===== src/rtl/uart_pkg.sv =====
// ----------------------------------------------------------------------------
// uart_pkg
// Shared constants and state types for the RS-232 echo design.
// Holds the default bit timing (100 MHz clock, 9600 baud), the byte width,
// counter widths and the receiver/transmitter FSM state enums.
// No ports: imported by uart_rx, uart_tx and rs232_echo_top.
// ----------------------------------------------------------------------------
package uart_pkg;

    localparam int CLK_FREQ_DEF = 100_000_000;
    localparam int BAUD_DEF     = 9600;

    // Integer division: 100e6 / 9600 = 10416 cycles per bit.
    localparam int CLKS_PER_BIT = CLK_FREQ_DEF / BAUD_DEF;
    localparam int HALF_BIT     = CLKS_PER_BIT / 2;

    localparam int DATA_W    = 8;
    localparam int CNT_W     = 14;
    localparam int BIT_CNT_W = 3;

    typedef enum logic [1:0] {
        RX_IDLE,
        RX_START,
        RX_DATA,
        RX_STOP
    } rx_state_e;

    typedef enum logic [1:0] {
        TX_IDLE,
        TX_START,
        TX_DATA,
        TX_STOP
    } tx_state_e;

endpackage


===== src/rtl/uart_rx.sv =====
// ----------------------------------------------------------------------------
// uart_rx
// 8N1 receiver. The serial input is brought into the clock domain through a
// 2-FF synchronizer, a falling edge starts a frame, the start bit is
// re-checked half a bit later (short lows are rejected as glitches), data
// bits are sampled once per bit period LSB first and the stop bit must be 1
// for the byte to be accepted.
// Ports:
//   clk_i      system clock
//   rst_i      synchronous active-low reset
//   rxd_i      asynchronous serial input, idle high
//   data_o     last correctly framed byte
//   txstart_o  one-cycle strobe when data_o has been updated
// ----------------------------------------------------------------------------
module uart_rx
    import uart_pkg::*;
#(
    parameter int CLKS_PER_BIT = uart_pkg::CLKS_PER_BIT,
    parameter int HALF_BIT     = uart_pkg::HALF_BIT
) (
    input  logic              clk_i,
    input  logic              rst_i,
    input  logic              rxd_i,
    output logic [DATA_W-1:0] data_o,
    output logic              txstart_o
);

    localparam logic [CNT_W-1:0]     LAST_TICK = CNT_W'(CLKS_PER_BIT - 1);
    localparam logic [CNT_W-1:0]     HALF_TICK = CNT_W'(HALF_BIT - 1);
    localparam logic [BIT_CNT_W-1:0] LAST_BIT  = BIT_CNT_W'(DATA_W - 1);

    logic sync1_q;
    logic sync2_q;
    logic prev_q;

    rx_state_e             state_q,   state_d;
    logic [CNT_W-1:0]      baudCnt_q, baudCnt_d;
    logic [BIT_CNT_W-1:0]  bitCnt_q,  bitCnt_d;
    logic [DATA_W-1:0]     shift_q,   shift_d;
    logic [DATA_W-1:0]     data_q,    data_d;
    logic                  txstart_q, txstart_d;

    // Synchronizer plus one extra delayed copy for falling-edge detection.
    // All three reset to the idle line level so a reset never looks like a
    // start edge.
    always_ff @(posedge clk_i) begin
        if (!rst_i) begin
            sync1_q <= 1'b1;
            sync2_q <= 1'b1;
            prev_q  <= 1'b1;
        end else begin
            sync1_q <= rxd_i;
            sync2_q <= sync1_q;
            prev_q  <= sync2_q;
        end
    end

    // Receiver state and datapath registers.
    always_ff @(posedge clk_i) begin
        if (!rst_i) begin
            state_q   <= RX_IDLE;
            baudCnt_q <= '0;
            bitCnt_q  <= '0;
            shift_q   <= '0;
            data_q    <= '0;
            txstart_q <= 1'b0;
        end else begin
            state_q   <= state_d;
            baudCnt_q <= baudCnt_d;
            bitCnt_q  <= bitCnt_d;
            shift_q   <= shift_d;
            data_q    <= data_d;
            txstart_q <= txstart_d;
        end
    end

    // Next-state logic. The baud counter restarts at every state change so
    // each sample lands a fixed number of cycles after the detected edge:
    // half a bit for the start check, then one full bit per data/stop bit.
    always_comb begin
        state_d   = state_q;
        baudCnt_d = baudCnt_q;
        bitCnt_d  = bitCnt_q;
        shift_d   = shift_q;
        data_d    = data_q;
        txstart_d = 1'b0;

        unique case (state_q)
            RX_IDLE: begin
                baudCnt_d = '0;
                bitCnt_d  = '0;
                if (prev_q && !sync2_q) begin
                    state_d = RX_START;
                end
            end

            RX_START: begin
                if (baudCnt_q == HALF_TICK) begin
                    baudCnt_d = '0;
                    // A line already back high mid start bit was a glitch.
                    if (sync2_q) begin
                        state_d = RX_IDLE;
                    end else begin
                        state_d = RX_DATA;
                    end
                end else begin
                    baudCnt_d = baudCnt_q + CNT_W'(1);
                end
            end

            RX_DATA: begin
                if (baudCnt_q == LAST_TICK) begin
                    baudCnt_d = '0;
                    shift_d   = {sync2_q, shift_q[DATA_W-1:1]};
                    if (bitCnt_q == LAST_BIT) begin
                        state_d = RX_STOP;
                    end else begin
                        bitCnt_d = bitCnt_q + BIT_CNT_W'(1);
                    end
                end else begin
                    baudCnt_d = baudCnt_q + CNT_W'(1);
                end
            end

            RX_STOP: begin
                if (baudCnt_q == LAST_TICK) begin
                    baudCnt_d = '0;
                    state_d   = RX_IDLE;
                    // A low stop bit is a framing error: drop the byte.
                    if (sync2_q) begin
                        data_d    = shift_q;
                        txstart_d = 1'b1;
                    end
                end else begin
                    baudCnt_d = baudCnt_q + CNT_W'(1);
                end
            end

            default: begin
                state_d = RX_IDLE;
            end
        endcase
    end

    assign data_o    = data_q;
    assign txstart_o = txstart_q;

endmodule


===== src/rtl/uart_tx.sv =====
// ----------------------------------------------------------------------------
// uart_tx
// 8N1 transmitter with a one-byte holding buffer. A byte offered while a
// frame is in flight is parked in the buffer and sent on the cycle after the
// transmitter returns to idle; a further byte arriving while the buffer is
// full replaces the parked one.
// Ports:
//   clk_i      system clock
//   rst_i      synchronous active-low reset
//   data_i     byte to send, valid with txstart_i
//   txstart_i  one-cycle request to send data_i
//   txd_o      registered serial output, idle high
// ----------------------------------------------------------------------------
module uart_tx
    import uart_pkg::*;
#(
    parameter int CLKS_PER_BIT = uart_pkg::CLKS_PER_BIT
) (
    input  logic              clk_i,
    input  logic              rst_i,
    input  logic [DATA_W-1:0] data_i,
    input  logic              txstart_i,
    output logic              txd_o
);

    localparam logic [CNT_W-1:0]     LAST_TICK = CNT_W'(CLKS_PER_BIT - 1);
    localparam logic [BIT_CNT_W-1:0] LAST_BIT  = BIT_CNT_W'(DATA_W - 1);

    tx_state_e             state_q,   state_d;
    logic [CNT_W-1:0]      baudCnt_q, baudCnt_d;
    logic [BIT_CNT_W-1:0]  bitCnt_q,  bitCnt_d;
    logic [DATA_W-1:0]     shift_q,   shift_d;
    logic [DATA_W-1:0]     hold_q,    hold_d;
    logic                  pending_q, pending_d;
    logic                  txd_q,     txd_d;

    // Transmitter registers. The output bit itself is a flop so the line
    // never carries combinational glitches, and reset forces it high at once.
    always_ff @(posedge clk_i) begin
        if (!rst_i) begin
            state_q   <= TX_IDLE;
            baudCnt_q <= '0;
            bitCnt_q  <= '0;
            shift_q   <= '0;
            hold_q    <= '0;
            pending_q <= 1'b0;
            txd_q     <= 1'b1;
        end else begin
            state_q   <= state_d;
            baudCnt_q <= baudCnt_d;
            bitCnt_q  <= bitCnt_d;
            shift_q   <= shift_d;
            hold_q    <= hold_d;
            pending_q <= pending_d;
            txd_q     <= txd_d;
        end
    end

    // Next-state logic. The next line level is computed one cycle ahead so
    // that the registered output changes exactly on bit boundaries; each bit
    // lasts CLKS_PER_BIT cycles.
    always_comb begin
        state_d   = state_q;
        baudCnt_d = baudCnt_q;
        bitCnt_d  = bitCnt_q;
        shift_d   = shift_q;
        hold_d    = hold_q;
        pending_d = pending_q;
        txd_d     = txd_q;

        unique case (state_q)
            TX_IDLE: begin
                baudCnt_d = '0;
                bitCnt_d  = '0;
                txd_d     = 1'b1;
                // The parked byte is older than any new request.
                if (pending_q) begin
                    shift_d   = hold_q;
                    pending_d = 1'b0;
                    state_d   = TX_START;
                    txd_d     = 1'b0;
                end else if (txstart_i) begin
                    shift_d = data_i;
                    state_d = TX_START;
                    txd_d   = 1'b0;
                end
            end

            TX_START: begin
                if (baudCnt_q == LAST_TICK) begin
                    baudCnt_d = '0;
                    txd_d     = shift_q[0];
                    shift_d   = shift_q >> 1;
                    state_d   = TX_DATA;
                end else begin
                    baudCnt_d = baudCnt_q + CNT_W'(1);
                end
            end

            TX_DATA: begin
                if (baudCnt_q == LAST_TICK) begin
                    baudCnt_d = '0;
                    if (bitCnt_q == LAST_BIT) begin
                        txd_d   = 1'b1;
                        state_d = TX_STOP;
                    end else begin
                        txd_d    = shift_q[0];
                        shift_d  = shift_q >> 1;
                        bitCnt_d = bitCnt_q + BIT_CNT_W'(1);
                    end
                end else begin
                    baudCnt_d = baudCnt_q + CNT_W'(1);
                end
            end

            TX_STOP: begin
                txd_d = 1'b1;
                if (baudCnt_q == LAST_TICK) begin
                    baudCnt_d = '0;
                    state_d   = TX_IDLE;
                end else begin
                    baudCnt_d = baudCnt_q + CNT_W'(1);
                end
            end

            default: begin
                state_d = TX_IDLE;
                txd_d   = 1'b1;
            end
        endcase

        // Park the request unless it was taken straight into a frame above.
        // Evaluated after the case so that a request arriving in the same
        // cycle the old parked byte is launched refills the buffer.
        if (txstart_i && !((state_q == TX_IDLE) && !pending_q)) begin
            hold_d    = data_i;
            pending_d = 1'b1;
        end
    end

    assign txd_o = txd_q;

endmodule


===== src/rtl/rs232_echo_top.sv =====
// ----------------------------------------------------------------------------
// rs232_echo_top
// Serial loopback: every correctly framed 8N1 byte received on RXD_i is
// retransmitted unchanged on TXD_o. Only wires a receiver to a transmitter.
// Ports:
//   clk_i  system clock (CLK_FREQ Hz)
//   rst_i  synchronous active-low reset
//   RXD_i  asynchronous serial input, idle high
//   TXD_o  serial output, idle high
// ----------------------------------------------------------------------------
module rs232_echo_top
    import uart_pkg::*;
#(
    parameter int CLK_FREQ     = 100_000_000,
    parameter int BAUD         = 9600,
    parameter int CLKS_PER_BIT = CLK_FREQ / BAUD
) (
    input  logic clk_i,
    input  logic rst_i,
    input  logic RXD_i,
    output logic TXD_o
);

    logic [DATA_W-1:0] rxData;
    logic              txStart;

    uart_rx #(
        .CLKS_PER_BIT (CLKS_PER_BIT),
        .HALF_BIT     (CLKS_PER_BIT / 2)
    ) uRx (
        .clk_i     (clk_i),
        .rst_i     (rst_i),
        .rxd_i     (RXD_i),
        .data_o    (rxData),
        .txstart_o (txStart)
    );

    uart_tx #(
        .CLKS_PER_BIT (CLKS_PER_BIT)
    ) uTx (
        .clk_i     (clk_i),
        .rst_i     (rst_i),
        .data_i    (rxData),
        .txstart_i (txStart),
        .txd_o     (TXD_o)
    );

endmodule


===== config.mk =====
export PLATFORM = sky130hd
export DESIGN_NAME = rs232_echo_top
export DESIGN_NICKNAME = d
export VERILOG_FILES = /design/src/rtl/uart_pkg.sv /design/src/rtl/uart_rx.sv /design/src/rtl/uart_tx.sv /design/src/rtl/rs232_echo_top.sv
export SDC_FILE = /design/constraint.sdc
export NUM_CORES = 1
export LEC_CHECK = 0
export ABC_AREA = 1
export CORE_UTILIZATION = 40
export DETAILED_ROUTE_END_ITERATION = 16
export DONT_BUFFER_PORTS = 1
export GPL_TIMING_DRIVEN = 0
export HOLD_SLACK_MARGIN = 0.12
export SETUP_SLACK_MARGIN = 0.02
export SLEW_MARGIN = 20
export SYNTH_ARGS = -nofsm -noshare
export SYNTH_HDL_FRONTEND = slang
export SYNTH_SLANG_ARGS = --single-unit

===== constraint.sdc =====
create_clock -name clk_i -period 1.5 [get_ports clk_i]
set_input_delay 0.3 -clock clk_i [delete_from_list [all_inputs] [get_ports clk_i]]
set_output_delay 0.3 -clock clk_i [all_outputs]
set_load 0.01 [all_outputs]

Word level (Yosys, flattened, before mapping). Index checks and enable logic that the tools add are counted.

Bits in registers: 76. Bits in latches: 0. Memory bits (writable): 0. Bits in read-only memories: 0. Input bits: 3. Output and inout port bits: 1. Word-level logic and storage cells: 106. Memories: 0.

Add/subtract/negate cells: 4. Multipliers: 0. Div/mod/pow operators: 0. $lt $le $gt $ge: 0. Eq/ne operators: 23. Shift-type cells: 0. Muxes and demuxes: 40. Bitwise operators: 0. Reduce and logical (&&, ||, !) cells: 23.

Operators with widths (count): $mux 14 (3); $pmux 14 s3 (1); $mux 8 (5); $add 14x1->14 const B (2); $eq 14x14->1 const B (2); $pmux 14 s2 (1); $mux 2 (12); $pmux 8 s3 (1); $ne 2x1->1 const B (9); $pmux 2 s4 (2); $reduce_and 5->1 (3); $eq 14x13->1 const B (1); $mux 3 (4); $pmux 3 s2 (2); $reduce_and 3->1 (4); $eq 2x2->1 const B (4); $mux 1 (8); $add 3x1->3 const B (2); $eq 3x3->1 const B (2); $reduce_bool 2->1 (3); $eq 2x1->1 const B (2); $logic_not 2->1 (2); $ne 2x2->1 const B (2); $pmux 1 s4 (1); 7 further kinds (12).

Depth between registers and ports, before layout. Gate-level depths: netlist of run 1.

Depth after elaboration: 5. Mapped depth: 13. Mapped depth without buffers: 12.

Hierarchy. A second synthesis of run 1 with hierarchy kept.

Cells, all modules: 518. Area total of the unflattened synthesis: 3734.8 um^2.

By module, submodules not included: uart_tx (times used 1, cells each 285, area each 1980.6 um^2, seq. area each 740.7 um^2); uart_rx (times used 1, cells each 233, area each 1754.2 um^2, seq. area each 780.7 um^2).

Worst setup path after synthesis of run 1. No wires, ideal clock.

Path kind: reg-to-reg. From: register uTx.state_q[0]. To: register uTx.shift_q[1]. Setup time: 113 ps. Arrival: 1548 ps. Data required time: 1387 ps. Setup slack: -161 ps. Stages on the path, launching flop included: 12. Path buffers: 2. Clock period less this slack: 1661 ps. Cells stage by stage: dfxtp_1 > inv_1 > ha_1 > buf_2 > inv_1 > nand2_1 > or2_2 > nand3_2 > nor2_4 > buf_6 > nor2_1 > nor2_1.

Cells in the longest elaborated chain, start to end: 3. Elaborated cells between the ends (all ways): 10.

RTL lines: start: declaration (line uart_tx.sv:29) `tx_state_e state_q, state_d;`; start signal: assignment (line uart_tx.sv:49) `state_q <= state_d;`; $eq 2x1->1, or another cell as far along (line uart_tx.sv:71) `unique case (state_q)`; $ne 2x1->1 (no line), or another cell as far along; $reduce_and 5->1 (no line); end signal: assignment (line uart_tx.sv:52) `shift_q <= shift_d;`; end: declaration (line uart_tx.sv:32) `logic [DATA_W-1:0] shift_q, shift_d;`.

Parallel ways exist; a longest one is shown, timed or not. A chain may end at the register's enable or synchronous reset.

Worst setup path in the final report of run 1.
From: register uTx.state_q[1]. To: register uTx.shift_q[3].

The elaborated chain is that of the path after synthesis.

==> impl_results.md, run 1 <==
- Clock Latency Late Sink: between 0.3 and 0.4 ns
- Synth Net Count: between 500 and 600
- Most Crowded Layer GR: met2
- Most frequent cells in the layout: 81 x nand2_1, 68 x nor2_1, 61 x inv_1, 61 x dfxtp_1, 35 x a21oi_1
- FF-to-FF Start: uTx.state_q[1]
- Peak VDD IR: between 500 and 600 uV
- Setup_tns: -0.962 ns
- Via Count: roughly 3100
- CTS H-tree lvls: 3
- Failing checks: DRC, setup timing
- Ports: 4
- Max Root-Sink Buffers: 2
- Share of synthesized registers carrying an async set or reset: 0%
- First-pass GRT wire length: 12600 um
- Hold/Removal Path Class: in -> reg
- Critical Path Fanout Max: 6
- Period minus WS final: ~1.6 ns
- Vias/cell: approximately 4.8
- GRT overflow: 0
- Antenna viol nets, final: 0
- Fraction of layout instances using a drive strength above 1: 22.8%
- Initial antenna violation count: 0
- Pre-CTS setup slack: -0.207 ns
- Relative slew slack: ~56%
- Routing usage on met2: 26.1%
- Core footprint: 0.00881 mm2
- Hold Crit Endpoint: uTx.bitCnt_q[0]
- Initial Util: between 40% and 50%
- Die W: 97.7 um
- Detailed placement HPWL: about 4900 um
- Critical Path AT: around 1.9 ns
- Cts bufs inserted: 9
- FMAX: just over 600 MHz
- Status: finished with violations
- # diodes: 0
- Clk root buf: clkbuf_8
- Total track usage: 16.1%
- DR iter-0 viols: approximately 110
- Post-synthesis area per instance: approximately 7.2 um2
- Utilization after layout: between 50% and 60%
- Final period utilization: 108%
- Worst Setup Slack, final: -0.124 ns
- Area grow syn2layout: 21.3%
- Yosys reg bits: 76
- Max-cap violations: 0
- Fin nets: between 500 and 600
- Worst Hold Depth: 3
- Final std cells w/o fill: approximately 650
- Worst-margin pin slew: approximately 0.66 ns
- Synthesized instance count: between 500 and 600
- Std-Cell Rows: 34
- Hold_sp: rst_i
- Die area: 0.00954 mm2
- Most common cell after layout, fill and taps aside: nand2_1
- Power Total: 5.80 mW
- Placed insts: about 620
- Routed len/inst: about 11 um
- Final max-slew violation count: 0
- Critical Path End Type: flop
- Vias in the first global route: between 2000 and 3000
- Post-synthesis sequential area ratio: between 40% and 50%
- Hold Fails Final Rpt: 0
- Worst EP required: roughly 1.7 ns
- R2R Path End: uTx.shift_q[3]
- Chip height: 97.7 um
- Final GP Congestion: approximately 0.82
- RSZ-0062 raised after global routing: yes
- CP Launch Type: flop
- DRT Pass-1 Iters: 10
- EDFF count, synth: 0
- Sink Count: 76
- Post-synth cell types: 34
- Max Clock Skew: between 0.008 and 0.009 ns
- PortBufs: 0
- Grt met1 use: 20.8%
- Crit path kind: reg -> reg
- DRT Wirelength: 7330 um
- Clock-pin slew on the worst setup and hold paths: 0.07 ns
- Drt drc: 2
- YS warnings: 0
- Largest net degree at the start of global routing: 12
- Power Dens Cells: about 1300 mW/mm2
- Worst reg2reg setup slack: -0.12 ns
- Static leakage: 1.87 nW
- Synthesized area: between 0.003 and 0.004 mm2
- Post-synth top flop: dfxtp_1
- Register-to-Register Path Depth: 9
- Final setup fails: 10
- Met3 Usage GRT: under 10%
- CTS tree: built
-- area by class of cell --
class	instances	area [um2]
tap	108	135
timing repair buffer	21	168
fill	844	4360
inverter	71	267
multi-input combinational	345	2030
sequential	76	1550
buffer	15	93.8
clock buffer	15	166
clock inverter	1	30.0
-- metal layers --
layer / up-vias / wire, um
met5: - / 0
met2: 30 / 3450
li1: 1676 / -
met4: 0 / 85
met3: 8 / 192
met1: 1405 / 3610
-- critical path, cell delays in order (launching register included) --
cell     delay (ns)
dfxtp_4        0.37
inv_1          0.10
ha_1           0.33
or2_4          0.19
nand3_4        0.08
nor2_4         0.18
buf_6          0.14
nand2_2        0.04
nand2_1        0.05
nor2_1         0.05
-- flip-flops by register name (all words and copies together), names as in the netlist, named ones only --
register and flops:
uRx.baudCnt_q 14, uRx.bitCnt_q 3, uRx.data_o 8, uRx.prev_q 1, uRx.shift_q 8, uRx.state_q 1, uRx.sync1_q 1, uRx.sync2_q 1
uRx.txstart_o 1, uTx.baudCnt_q 14, uTx.bitCnt_q 3, uTx.hold_q 8, uTx.pending_q 1, uTx.shift_q 8, uTx.state_q 2, uTx.txd_o 1
-- worst max path at each step --
stage | depth (start not counted) | end | startpoint
6_report | 9 | uTx.shift_q[3] | uTx.state_q[1]
5_1_grt | 9 | uTx.shift_q[3] | uTx.state_q[1]
4_1_cts | 13 | uTx.shift_q[3] | uTx.baudCnt_q[1]
3_5_place_dp | 13 | uTx.shift_q[3] | uTx.baudCnt_q[0]
3_3_place_gp | 13 | uTx.shift_q[3] | uTx.baudCnt_q[0]
2_1_floorplan | 13 | uTx.shift_q[2] | uTx.baudCnt_q[1]
-- synthesized netlist by cell type, types with 2 or more instances --
cell / instances / area, um2
buf_1: 2 / 7.51
nor2_2: 3 / 18.8
and2_1: 2 / 12.5
or2_2: 5 / 31.3
nand3_1: 29 / 145
o211ai_1: 2 / 15.0
buf_6: 2 / 22.5
xor2_1: 9 / 78.8
clkbuf_1: 6 / 22.5
nand2_1: 91 / 342
inv_1: 68 / 255
nor2_1: 75 / 282
a21oi_1: 35 / 175
ha_1: 12 / 150
o21a_1: 2 / 15.0
nand2_2: 5 / 31.3
dfxtp_1: 76 / 1520
nor3_1: 10 / 50.1
nor3_2: 2 / 20.0
buf_2: 5 / 25.0
nand4_1: 10 / 62.6
nand3_2: 2 / 20.0
o21ai_0: 27 / 135
mux2i_1: 7 / 70.1
o21ai_1: 8 / 40.0
nor4_1: 3 / 18.8
inv_2: 3 / 11.3
-- metrics by stage --
stage	instance area [um2]	hold WS, ns
after floorplan	3720	0.393
after global placement	3860	0.395
after detailed placement	3860	0.400
after CTS	4230	0.411
after global routing	4440	0.435
final	4440	0.414
-- logic make-up after synthesis --
kind of cell | Yosys count | share of synthesized area, %
simple gates | 242 | 30.1
xor+xnor | 10 | 2.39
fa+ha+maj | 12 | 4.10
flops | 76 | 41.5
compound gates | 74 | 10.4
mux | 7 | 1.91
buf+inv | 87 | 9.60
-- report_power, final --
group          internal [mW]  switching, mW  total (mW)
combinational          0.764           1.08        1.85
clock                  0.865          0.703        1.57
sequential              2.21          0.168        2.38
-- timing repair --
action                                  in CTS  in global routing
endpoints found under the setup margin      44                 62
setup buffers                               12                  5
gates cloned                                 2                  1
gates resized for setup                     27                 56
endpoints found under the hold margin        1                  0
hold buffers                                 1                  0
pin swaps                                    7                 16
Power figures use the tool's default switching activity.
==> run 2: changes to the inputs <==
--- a/config.mk
+++ b/config.mk
@@ -9,6 +9,7 @@
 export CORE_UTILIZATION = 40
 export DETAILED_ROUTE_END_ITERATION = 16
 export DONT_BUFFER_PORTS = 1
+export GPL_ROUTABILITY_DRIVEN = 0
 export GPL_TIMING_DRIVEN = 0
 export HOLD_SLACK_MARGIN = 0.12
 export SETUP_SLACK_MARGIN = 0.02
==> results of run 2 <==
Final layout, timing and power as in run 1 (identical DEF).
